<file path="config.mk">
export PLATFORM = sky130hd
export DESIGN_NAME = viterbi_acs_unit_flat
export DESIGN_NICKNAME = d
export VERILOG_FILES = /design/src/rtl/viterbi_pkg.sv /design/src/rtl/viterbi_acs_unit_if.sv /design/src/rtl/viterbi_bmu.sv /design/src/rtl/viterbi_acs_unit.sv /design/src/flat_wrapper.sv
export SDC_FILE = /design/constraint.sdc
export NUM_CORES = 1
export LEC_CHECK = 0
export CORE_ASPECT_RATIO = 0.75
export CORE_MARGIN = 8
export CORE_UTILIZATION = 53
export DETAILED_ROUTE_END_ITERATION = 10
export GPL_TIMING_DRIVEN = 0
export PLACE_DENSITY = 0.71
export SLEW_MARGIN = 20
export SYNTH_ARGS = -nofsm -noshare
export SYNTH_HDL_FRONTEND = slang
export SYNTH_HIERARCHICAL = 1
export SYNTH_SLANG_ARGS = --single-unit
</file>
<file path="constraint.sdc">
create_clock -name clk -period 9.5 [get_ports clk]
set_input_delay 0.95 -clock clk [delete_from_list [all_inputs] [get_ports clk]]
set_output_delay 0.95 -clock clk [all_outputs]
set_load 0.005 [all_outputs]
</file>
<file path="src/rtl/viterbi_pkg.sv">
// viterbi_pkg: shared parameters, types and encoder helper for the rate-1/2 Viterbi ACS slice
package viterbi_pkg;
    localparam int K = 3;
    localparam int NSTATES = 1 << (K - 1);
    localparam logic [K-1:0] G0 = 3'b111;
    localparam logic [K-1:0] G1 = 3'b101;
    localparam int PM_W = 8;
    typedef logic [PM_W-1:0] pm_t;
    typedef logic [K-2:0] state_t;
    typedef enum logic {IDLE, RUN} acs_state_e;
    // Encoder output {out[1], out[0]} when input bit b is shifted into state p
    function automatic logic [1:0] expected_sym(state_t p, logic b);
        logic [K-1:0] r;
        r = {b, p};
        return {^(G0 & r), ^(G1 & r)};
    endfunction
endpackage

</file>
<file path="src/rtl/viterbi_acs_unit_if.sv">
// viterbi_acs_unit_if: symbol-in / decision-out handshake bundle
//   master: symbol source + decision sink (drives rx_*, dec_ready)
//   slave : the ACS unit (drives rx_ready, dec_*, decisions, best_*)
interface viterbi_acs_unit_if;
    import viterbi_pkg::*;
    logic rx_valid, rx_ready, rx_sof, rx_eof;
    logic [1:0] rx_sym;
    logic dec_valid, dec_ready, dec_eof;
    logic [NSTATES-1:0] decisions;
    state_t best_state;
    pm_t best_metric;
    modport master (
        output rx_valid, rx_sym, rx_sof, rx_eof, dec_ready,
        input  rx_ready, dec_valid, decisions, best_state, best_metric, dec_eof
    );
    modport slave (
        input  rx_valid, rx_sym, rx_sof, rx_eof, dec_ready,
        output rx_ready, dec_valid, decisions, best_state, best_metric, dec_eof
    );
endinterface

</file>
<file path="src/rtl/viterbi_bmu.sv">
// viterbi_bmu: combinational Hamming branch metrics for every (predecessor, input bit) transition
//   rx_sym in  received hard bits {out[1], out[0]}
//   bm     out bm[p][b] = distance between rx_sym and the symbol expected on transition (p, b)
module viterbi_bmu
    import viterbi_pkg::*;
(
    input  logic [1:0] rx_sym,
    output logic [1:0] bm [NSTATES][2]
);
    for (genvar p = 0; p < NSTATES; p++) begin : g_p
        for (genvar b = 0; b < 2; b++) begin : g_b
            assign bm[p][b] = 2'($countones(rx_sym ^ expected_sym(state_t'(p), 1'(b))));
        end
    end
endmodule

</file>
<file path="src/rtl/viterbi_acs_unit.sv">
// viterbi_acs_unit: add-compare-select stage producing survivor decisions and best state per symbol
//   clk  in  clock
//   rst  in  asynchronous active-low reset
//   bus  slave handshake: rx_* symbols in, dec_* decision words out
//   busy out frame in progress
// Optional ACS_NORM_EN: subtract 2^(PM_W-1) from all metrics when all have MSB set;
// otherwise metrics saturate at 2^PM_W - 1.
module viterbi_acs_unit
    import viterbi_pkg::*;
(
    input  logic clk,
    input  logic rst,
    viterbi_acs_unit_if.slave bus,
    output logic busy
);
    logic [1:0] bm [NSTATES][2];
    pm_t pm_q [NSTATES];
    pm_t pm_d [NSTATES];
    pm_t prior [NSTATES];
    pm_t pm_new [NSTATES];
    logic [PM_W:0] acs_sum [NSTATES];
    logic [NSTATES-1:0] dec_new, decisions_q, decisions_d;
    acs_state_e fsm_q, fsm_d;
    logic dec_valid_q, dec_valid_d, dec_eof_q, dec_eof_d;
    state_t best_state_q, best_state_d, best_new;
    pm_t best_metric_q, best_metric_d, best_new_metric;
    logic accept, init;
`ifdef ACS_NORM_EN
    logic all_hi;
`endif

    viterbi_bmu u_bmu (.rx_sym(bus.rx_sym), .bm(bm));

    assign bus.rx_ready = !dec_valid_q || bus.dec_ready;
    assign accept = bus.rx_valid && bus.rx_ready;
    // A symbol arriving in IDLE starts a frame even without rx_sof
    assign init = fsm_q == IDLE || bus.rx_sof;

    // Predecessors of s are {s[K-3:0], 0/1}; the input bit that leads into s is s[K-2]
    for (genvar s = 0; s < NSTATES; s++) begin : g_acs
        localparam int P0 = (2 * s) % NSTATES;
        localparam int B = s / (NSTATES / 2);
        logic [PM_W:0] c0, c1;
        assign prior[s] = init ? pm_t'(s == 0 ? 0 : 1 << (PM_W - 2)) : pm_q[s];
        assign c0 = {1'b0, prior[P0]} + (PM_W+1)'(bm[P0][B]);
        assign c1 = {1'b0, prior[P0+1]} + (PM_W+1)'(bm[P0+1][B]);
        // Strict compare keeps the even predecessor on ties
        assign dec_new[s] = c1 < c0;
        assign acs_sum[s] = dec_new[s] ? c1 : c0;
    end

    always_comb begin
`ifdef ACS_NORM_EN
        all_hi = 1'b1;
        for (int i = 0; i < NSTATES; i++) all_hi = all_hi & |acs_sum[i][PM_W:PM_W-1];
        for (int i = 0; i < NSTATES; i++) pm_new[i] = pm_t'(acs_sum[i] - {1'b0, all_hi, {(PM_W-1){1'b0}}});
`else
        for (int i = 0; i < NSTATES; i++) pm_new[i] = acs_sum[i][PM_W] ? '1 : acs_sum[i][PM_W-1:0];
`endif
        best_new = '0;
        best_new_metric = pm_new[0];
        for (int i = 1; i < NSTATES; i++) begin
            if (pm_new[i] < best_new_metric) begin
                best_new = state_t'(i);
                best_new_metric = pm_new[i];
            end
        end
    end

    always_comb begin
        fsm_d = fsm_q;
        pm_d = pm_q;
        dec_valid_d = dec_valid_q && !bus.dec_ready;
        decisions_d = decisions_q;
        best_state_d = best_state_q;
        best_metric_d = best_metric_q;
        dec_eof_d = dec_eof_q;
        if (accept) begin
            fsm_d = bus.rx_eof ? IDLE : RUN;
            pm_d = pm_new;
            dec_valid_d = 1'b1;
            decisions_d = dec_new;
            best_state_d = best_new;
            best_metric_d = best_new_metric;
            dec_eof_d = bus.rx_eof;
        end
    end

    always_ff @(posedge clk or negedge rst) begin
        if (!rst) begin
            fsm_q <= IDLE;
            pm_q <= '{default: '0};
            dec_valid_q <= 1'b0;
            decisions_q <= '0;
            best_state_q <= '0;
            best_metric_q <= '0;
            dec_eof_q <= 1'b0;
        end else begin
            fsm_q <= fsm_d;
            pm_q <= pm_d;
            dec_valid_q <= dec_valid_d;
            decisions_q <= decisions_d;
            best_state_q <= best_state_d;
            best_metric_q <= best_metric_d;
            dec_eof_q <= dec_eof_d;
        end
    end

    assign bus.dec_valid = dec_valid_q;
    assign bus.decisions = decisions_q;
    assign bus.best_state = best_state_q;
    assign bus.best_metric = best_metric_q;
    assign bus.dec_eof = dec_eof_q;
    assign busy = fsm_q == RUN;
endmodule

</file>
<file path="src/flat_wrapper.sv">
// flat-port wrapper written by rule: the top's interface ports become plain ports
module viterbi_acs_unit_flat import viterbi_pkg::*;
  (clk, rst, busy, bus_rx_valid, bus_rx_sym, bus_rx_sof, bus_rx_eof, bus_dec_ready, bus_rx_ready, bus_dec_valid, bus_decisions, bus_best_state, bus_best_metric, bus_dec_eof);
  viterbi_acs_unit_if bus_i ();
  input  logic clk;
  input  logic rst;
  output logic busy;
  input wire logic [$bits(bus_i.rx_valid)-1:0] bus_rx_valid;
  input wire logic [$bits(bus_i.rx_sym)-1:0] bus_rx_sym;
  input wire logic [$bits(bus_i.rx_sof)-1:0] bus_rx_sof;
  input wire logic [$bits(bus_i.rx_eof)-1:0] bus_rx_eof;
  input wire logic [$bits(bus_i.dec_ready)-1:0] bus_dec_ready;
  output wire logic [$bits(bus_i.rx_ready)-1:0] bus_rx_ready;
  output wire logic [$bits(bus_i.dec_valid)-1:0] bus_dec_valid;
  output wire logic [$bits(bus_i.decisions)-1:0] bus_decisions;
  output wire logic [$bits(bus_i.best_state)-1:0] bus_best_state;
  output wire logic [$bits(bus_i.best_metric)-1:0] bus_best_metric;
  output wire logic [$bits(bus_i.dec_eof)-1:0] bus_dec_eof;
  assign bus_i.rx_valid = bus_rx_valid;
  assign bus_i.rx_sym = bus_rx_sym;
  assign bus_i.rx_sof = bus_rx_sof;
  assign bus_i.rx_eof = bus_rx_eof;
  assign bus_i.dec_ready = bus_dec_ready;
  assign bus_rx_ready = bus_i.rx_ready;
  assign bus_dec_valid = bus_i.dec_valid;
  assign bus_decisions = bus_i.decisions;
  assign bus_best_state = bus_i.best_state;
  assign bus_best_metric = bus_i.best_metric;
  assign bus_dec_eof = bus_i.dec_eof;
  viterbi_acs_unit u_core (.clk(clk), .rst(rst), .bus(bus_i), .busy(busy));
endmodule
</file>
After elaboration in Yosys (flattened, before gate mapping)
Cells that the tools add are included.
{"block": "classes", "add_sub_neg": 12, "magnitude_cmp": 7, "mux": 20, "bitwise_logic": 4, "n_reduce_logical": 6}
{"op": "$mux 8", "count": 11}
{"op": "$add 8x2->9", "count": 8}
{"op": "$lt 9x9->1", "count": 4}
{"op": "$mux 9", "count": 4}
{"op": "$lt 8x8->1", "count": 3}
{"op": "$add 1x1->2", "count": 4}
{"op": "$mux 2", "count": 2}
{"op": "$mux 1", "count": 3}
{"op": "$not 1->1", "count": 3}
{"op": "$logic_and 1x1->1", "count": 2}
{"op": "$logic_not 1->1", "count": 2}
{"op": "$logic_or 1x1->1", "count": 2}
{"op": "$not 2->2", "count": 1}
{"block": "totals", "ff_bits": 49, "output_inout_bits": 18, "word_cells": 59}

Longest topological paths before layout
{"block": "logic_depth", "ltp_word": 13, "ltp_mapped": 47, "mapped_depth_nobuf": 41}

Modules after synthesis
The synthesis kept the hierarchy.
{"module": "viterbi_acs_unit", "n_inst": 1, "cells_per_inst": 721, "area_per_inst_um2": 5547.8, "seq_area_each_um2": 1226.2}
{"module": "viterbi_bmu", "n_inst": 1, "cells_per_inst": 17, "area_per_inst_um2": 136.4, "seq_area_each_um2": 0.0}

Least setup slack after synthesis
Ideal clock, no wire load.
{"block": "synth_timing", "path_type": "input port to flip-flop", "startpoint": "input bus_rx_sof", "endpoint": "register u_core.best_metric_q[2], in the netlist u_core/bus.best_metric[2]", "arrival_time_ns": 9.179, "t_required_ns": 9.379, "slack_ns": 0.200, "cell_stages": 44, "path_buffers": 7, "path_cell_list": "and2b_1 buf_4 clkbuf_1 buf_1 clkbuf_1 clkbuf_1 and2_1 ha_1 ha_1 a21o_1 nand3_1 xor2_1 nor2_1 inv_1 ha_1 a211oi_1 o21ai_0 a211oi_2 [8 not listed] mux2_2 ha_1 nand2_1 o21ai_0 o21bai_1 o41a_1 nor2_1 a21o_1 ha_1 a21oi_1 nor2_1 nor2_1 nand2_1 nor2_1 a41o_1 buf_2 a21oi_1 a22o_1"}
{"block": "synth_between", "elab_chain_cells": 12}
{"element": "start: declaration", "line": "flat_wrapper.sv:10", "text": "input wire logic [$bits(bus_i.rx_sof)-1:0] bus_rx_sof;"}
{"element": "$logic_or 1x1->1 *", "line": "viterbi_acs_unit.sv:37", "text": "assign init = fsm_q == IDLE || bus.rx_sof;"}
{"element": "$mux 8", "line": "viterbi_acs_unit.sv:44", "text": "assign prior[s] = init ? pm_t'(s == 0 ? 0 : 1 << (PM_W - 2)) : pm_q[s];"}
{"element": "$add 8x2->9, on equally long branches", "line": "viterbi_acs_unit.sv:46, viterbi_acs_unit.sv:45"}
{"element": "$lt 9x9->1", "line": "viterbi_acs_unit.sv:48", "text": "assign dec_new[s] = c1 < c0;"}
{"element": "$mux 9", "line": "viterbi_acs_unit.sv:49", "text": "assign acs_sum[s] = dec_new[s] ? c1 : c0;"}
{"element": "$mux 8", "line": "viterbi_acs_unit.sv:58", "text": "for (int i = 0; i < NSTATES; i++) pm_new[i] = acs_sum[i][PM_W] ? '1 : acs_sum[i][PM_W-1:0];"}
{"element": "$lt 8x8->1", "line": "viterbi_acs_unit.sv:63", "text": "if (pm_new[i] < best_new_metric) begin"}
{"element": "$mux 8", "line": "viterbi_acs_unit.sv:63"}
{"element": "$lt 8x8->1", "line": "viterbi_acs_unit.sv:63"}
{"element": "$mux 8", "line": "viterbi_acs_unit.sv:63"}
{"element": "$lt 8x8->1", "line": "viterbi_acs_unit.sv:63"}
{"element": "$mux 8 *", "line": "viterbi_acs_unit.sv:63"}
{"element": "end signal: assignment", "line": "viterbi_acs_unit.sv:104", "text": "best_metric_q <= best_metric_d;"}
{"element": "end: declaration", "line": "viterbi_acs_unit.sv:26", "text": "pm_t best_metric_q, best_metric_d, best_new_metric;"}
Mark *: on every way between the ends. The rest lies on a longest branch, timed or not.
A chain may end at the register's enable or synchronous reset.

==> flow_summary.yaml <==
die:
  core_area_mm2: 0.0104
  num_io_pins: 26
  num_rows: 32
  die_y_um: 106
  fp.dieW_um: 136
  start_util: 0.548
  dieArea_mm2: 0.0143
timing:
  final-hold-violation-count: 0
  period_needed_ps: 9250
  fin_crit_sh: 0.974
  worstMarginPinSlew_ps: 885
  max_freq_mhz: 108
  setup_viol: 0
  final-max-slew-violation-count: 0
  final.setup_skew_ps: 10.2
  slew_headroom: 0.404
route:
  wl_per_cell_um: 20.4
  wl_mm: 18.9
  ant_nets: 0
  first_pass_iters: 7
  drc: 0
  first_iter_violations: 666
  via_count: 5765
  routed_via_density: 6.24
run:
  maxCapViolations: 0
worst_setup_path:
  setup.worst_path.end_class: "flop"
  slowest_delay_ps: 500
  cp_slowest_cell: "o41a_1"
  cp_data_arrival_time_ps: 9440
  r2r-start: "u_core/busy$_DFFE_PN0P_"
  startpoint: "bus_rx_sof"
  crit_required_ps: 9690
  crit_fanout: 10
  path_class: "input pin to flop"
  crit_path_start_kind: "input pin"
layout:
  final_layout_size_suffix_gt1_frac: 0.135
  syn_to_final_growth_pct: 18.3
  fin_nets: 868
  finalNonFillerCells: 924
  diodes: 0
cts:
  postCtsHoldBufs: 0
  clock-sinks: 49
  clkTransAtPathRegs_ps: 70
  root_buffer: "clkbuf_16"
  insertion_delay_ps: 300
  cts_tree: "done"
  clockBufferDepth: 2
  cts_made_buffers: 5
  htree_levels: 2
hold_path:
  hold_start: "u_core/bus.best_metric[0]$_DFFE_PN0P_"
  hold_class: "flop to flop"
global_routing:
  grtUsageMet2: 0.366
  track_usage: 0.259
  grt_antenna_before_repair: 0
  met3_usage: 0.0731
  grt_start_max_net_pins: 27
  first_global_vias: 5503
  overflow: 0
  grt_use_met1: 0.368
  grt_first_pass_wirelength_mm: 29.4
  grt_busiest_layer: "met1"
synth:
  synth_largest_area_cell: "dfrtp_1"
  yosysMostFrequentCell: "nand2_1"
  synthTopCellsByCount: "126 x nand2_1, 73 x ha_1, 64 x nor2_1"
  syn_area_per_cell_um2: 7.70
  synth-main-ff-cell: "dfrtp_1"
  yosys_warnings: 6
  synth_fp_nets: 819
  synth.top_cell.area_share: 0.216
  ys_types: 72
  ys_top_cells_by_area: "dfrtp_1 22%, ha_1 16%, nand2_1 8.3%"
  syn_inst: 738
  synth_area_mm2: 0.00568
  ys_seq_elements: 49
  synth_edf_count: 0
  ys_seq_area_frac: 0.216
  ys_async_sr_fraction: 1.00
placement:
  post-place-cells: 900
  port_buffers: 25
  place_hpwl_mm: 14.6
  gp_congestion: 0.948
outcome:
  status: "finished, final reports clean"
[placed cells by master, fill, tap and decap left out, types with 4 or more instances in the layout]
master | Yosys | final
nor2_1 | 64 | 57
ha_1 | 73 | 69
nand4_1 | 13 | 13
buf_4 | 11 | 26
clkdlybuf4s50_1 | 0 | 23
and2_1 | 16 | 14
nand2b_1 | 8 | 8
maj3_1 | 9 | 9
nand3_1 | 18 | 18
nor2_2 | 0 | 6
or3_1 | 4 | 4
inv_1 | 39 | 38
clkbuf_16 | 0 | 5
dfrtp_1 | 49 | 49
a31oi_1 | 11 | 9
a211oi_1 | 7 | 5
a21oi_2 | 3 | 7
a21oi_1 | 38 | 34
a21o_1 | 8 | 8
buf_2 | 5 | 5
nand2_1 | 126 | 125
a211o_1 | 10 | 10
and4_1 | 6 | 5
nor3_1 | 14 | 13
mux2i_1 | 12 | 9
xnor2_1 | 25 | 24
xor2_1 | 20 | 20
clkbuf_1 | 27 | 24
ha_2 | 0 | 4
buf_6 | 1 | 6
o21a_1 | 5 | 5
o21ai_0 | 45 | 41
[per-layer routing]
| layer | wire length (µm) | part of all wire | vias up |
|---|---|---|---|
| met4 | 342 | 0.018 | 0 |
| met3 | 2350 | 0.12 | 32 |
| met5 | 0 | 0 | - |
| met1 | 8380 | 0.44 | 2749 |
| li1 | - | - | 2691 |
| met2 | 7780 | 0.41 | 293 |
[cell families after synthesis]
family                     count (synthesis)  share of synthesized area
AOI/OAI and AO/OA                        169                      0.205
muxes                                     16                     0.0297
buffers and inverters                     87                     0.0674
xor gates and xnor gates                  45                     0.0693
adders and majority gates                 82                      0.177
and+or+nand+nor                          290                      0.236
DFF                                       49                      0.216
[sequential cells by signal, summed over array words and instances (netlist names)]
name / cells
u_core/busy: 1
u_core/pm_q: 32
u_core/bus.best_metric: 8
u_core/bus.dec_valid: 1
u_core/bus.decisions: 4
u_core/bus.best_state: 2
u_core/bus.dec_eof: 1
[layout make-up]
class                      count  area (µm²)
tap                          136         170
multi-input combinational    602        4340
sequential                    49        1230
clock inverter                 3        43.8
buffer                        47         284
timing repair buffer          42         380
inverter                      40         151
clock buffer                   5         125
fill                         913        3650
[worst max-delay path: cells and delay by family]
kind / cells / cell delay [ps]
AO/OA/AOI/OAI: 11 / 2770
XOR/XNOR: 1 / 220
adder cells (fa/ha/maj): 6 / 1540
buffers and inverters: 12 / 1710
multiplexers: 2 / 640
AND/OR/NAND/NOR: 12 / 1590
[repair_timing]
item,in CTS,in global routing
buffers inserted,9,7
cloned,0,0
resized for setup,39,42
endpoints found under the setup margin,10,10
pin swaps,7,13
[through the flow]
step | setup WS (ps) | hold slack [ps] | util | setup TNS, ps | area, µm²
2_1_floorplan | 200 | 438 | - | 0 | 5680
6_report | 249 | 479 | 0.648 | 0 | 6720
5_1_grt | -24.1 | 494 | 0.648 | -24.1 | 6720
3_3_place_gp | -2640 | 457 | 0.589 | -25220 | 6100
4_1_cts | -33.7 | 480 | 0.629 | -33.7 | 6520
3_5_place_dp | -2820 | 466 | 0.590 | -26940 | 6120
[path summary, 6_finish.rpt]
kind	endpoint	slack, ps	depth (start not counted)
max	u_core/bus.best_metric[2]$_DFFE_PN0P_	250	44
min	u_core/bus.best_metric[0]$_DFFE_PN0P_	480	1
max reg2reg	u_core/bus.best_metric[2]$_DFFE_PN0P_	510	43
min reg2reg	u_core/bus.best_metric[0]$_DFFE_PN0P_	480	1
max in group asynchronous	u_core/bus.decisions[2]$_DFFE_PN0P_	8300	2
min in group asynchronous	u_core/bus.best_metric[3]$_DFFE_PN0P_	650	1
Power is left out: the tool's default activity adds up to more than one toggle a clock period on the data nets, which glitch-free logic cannot reach.
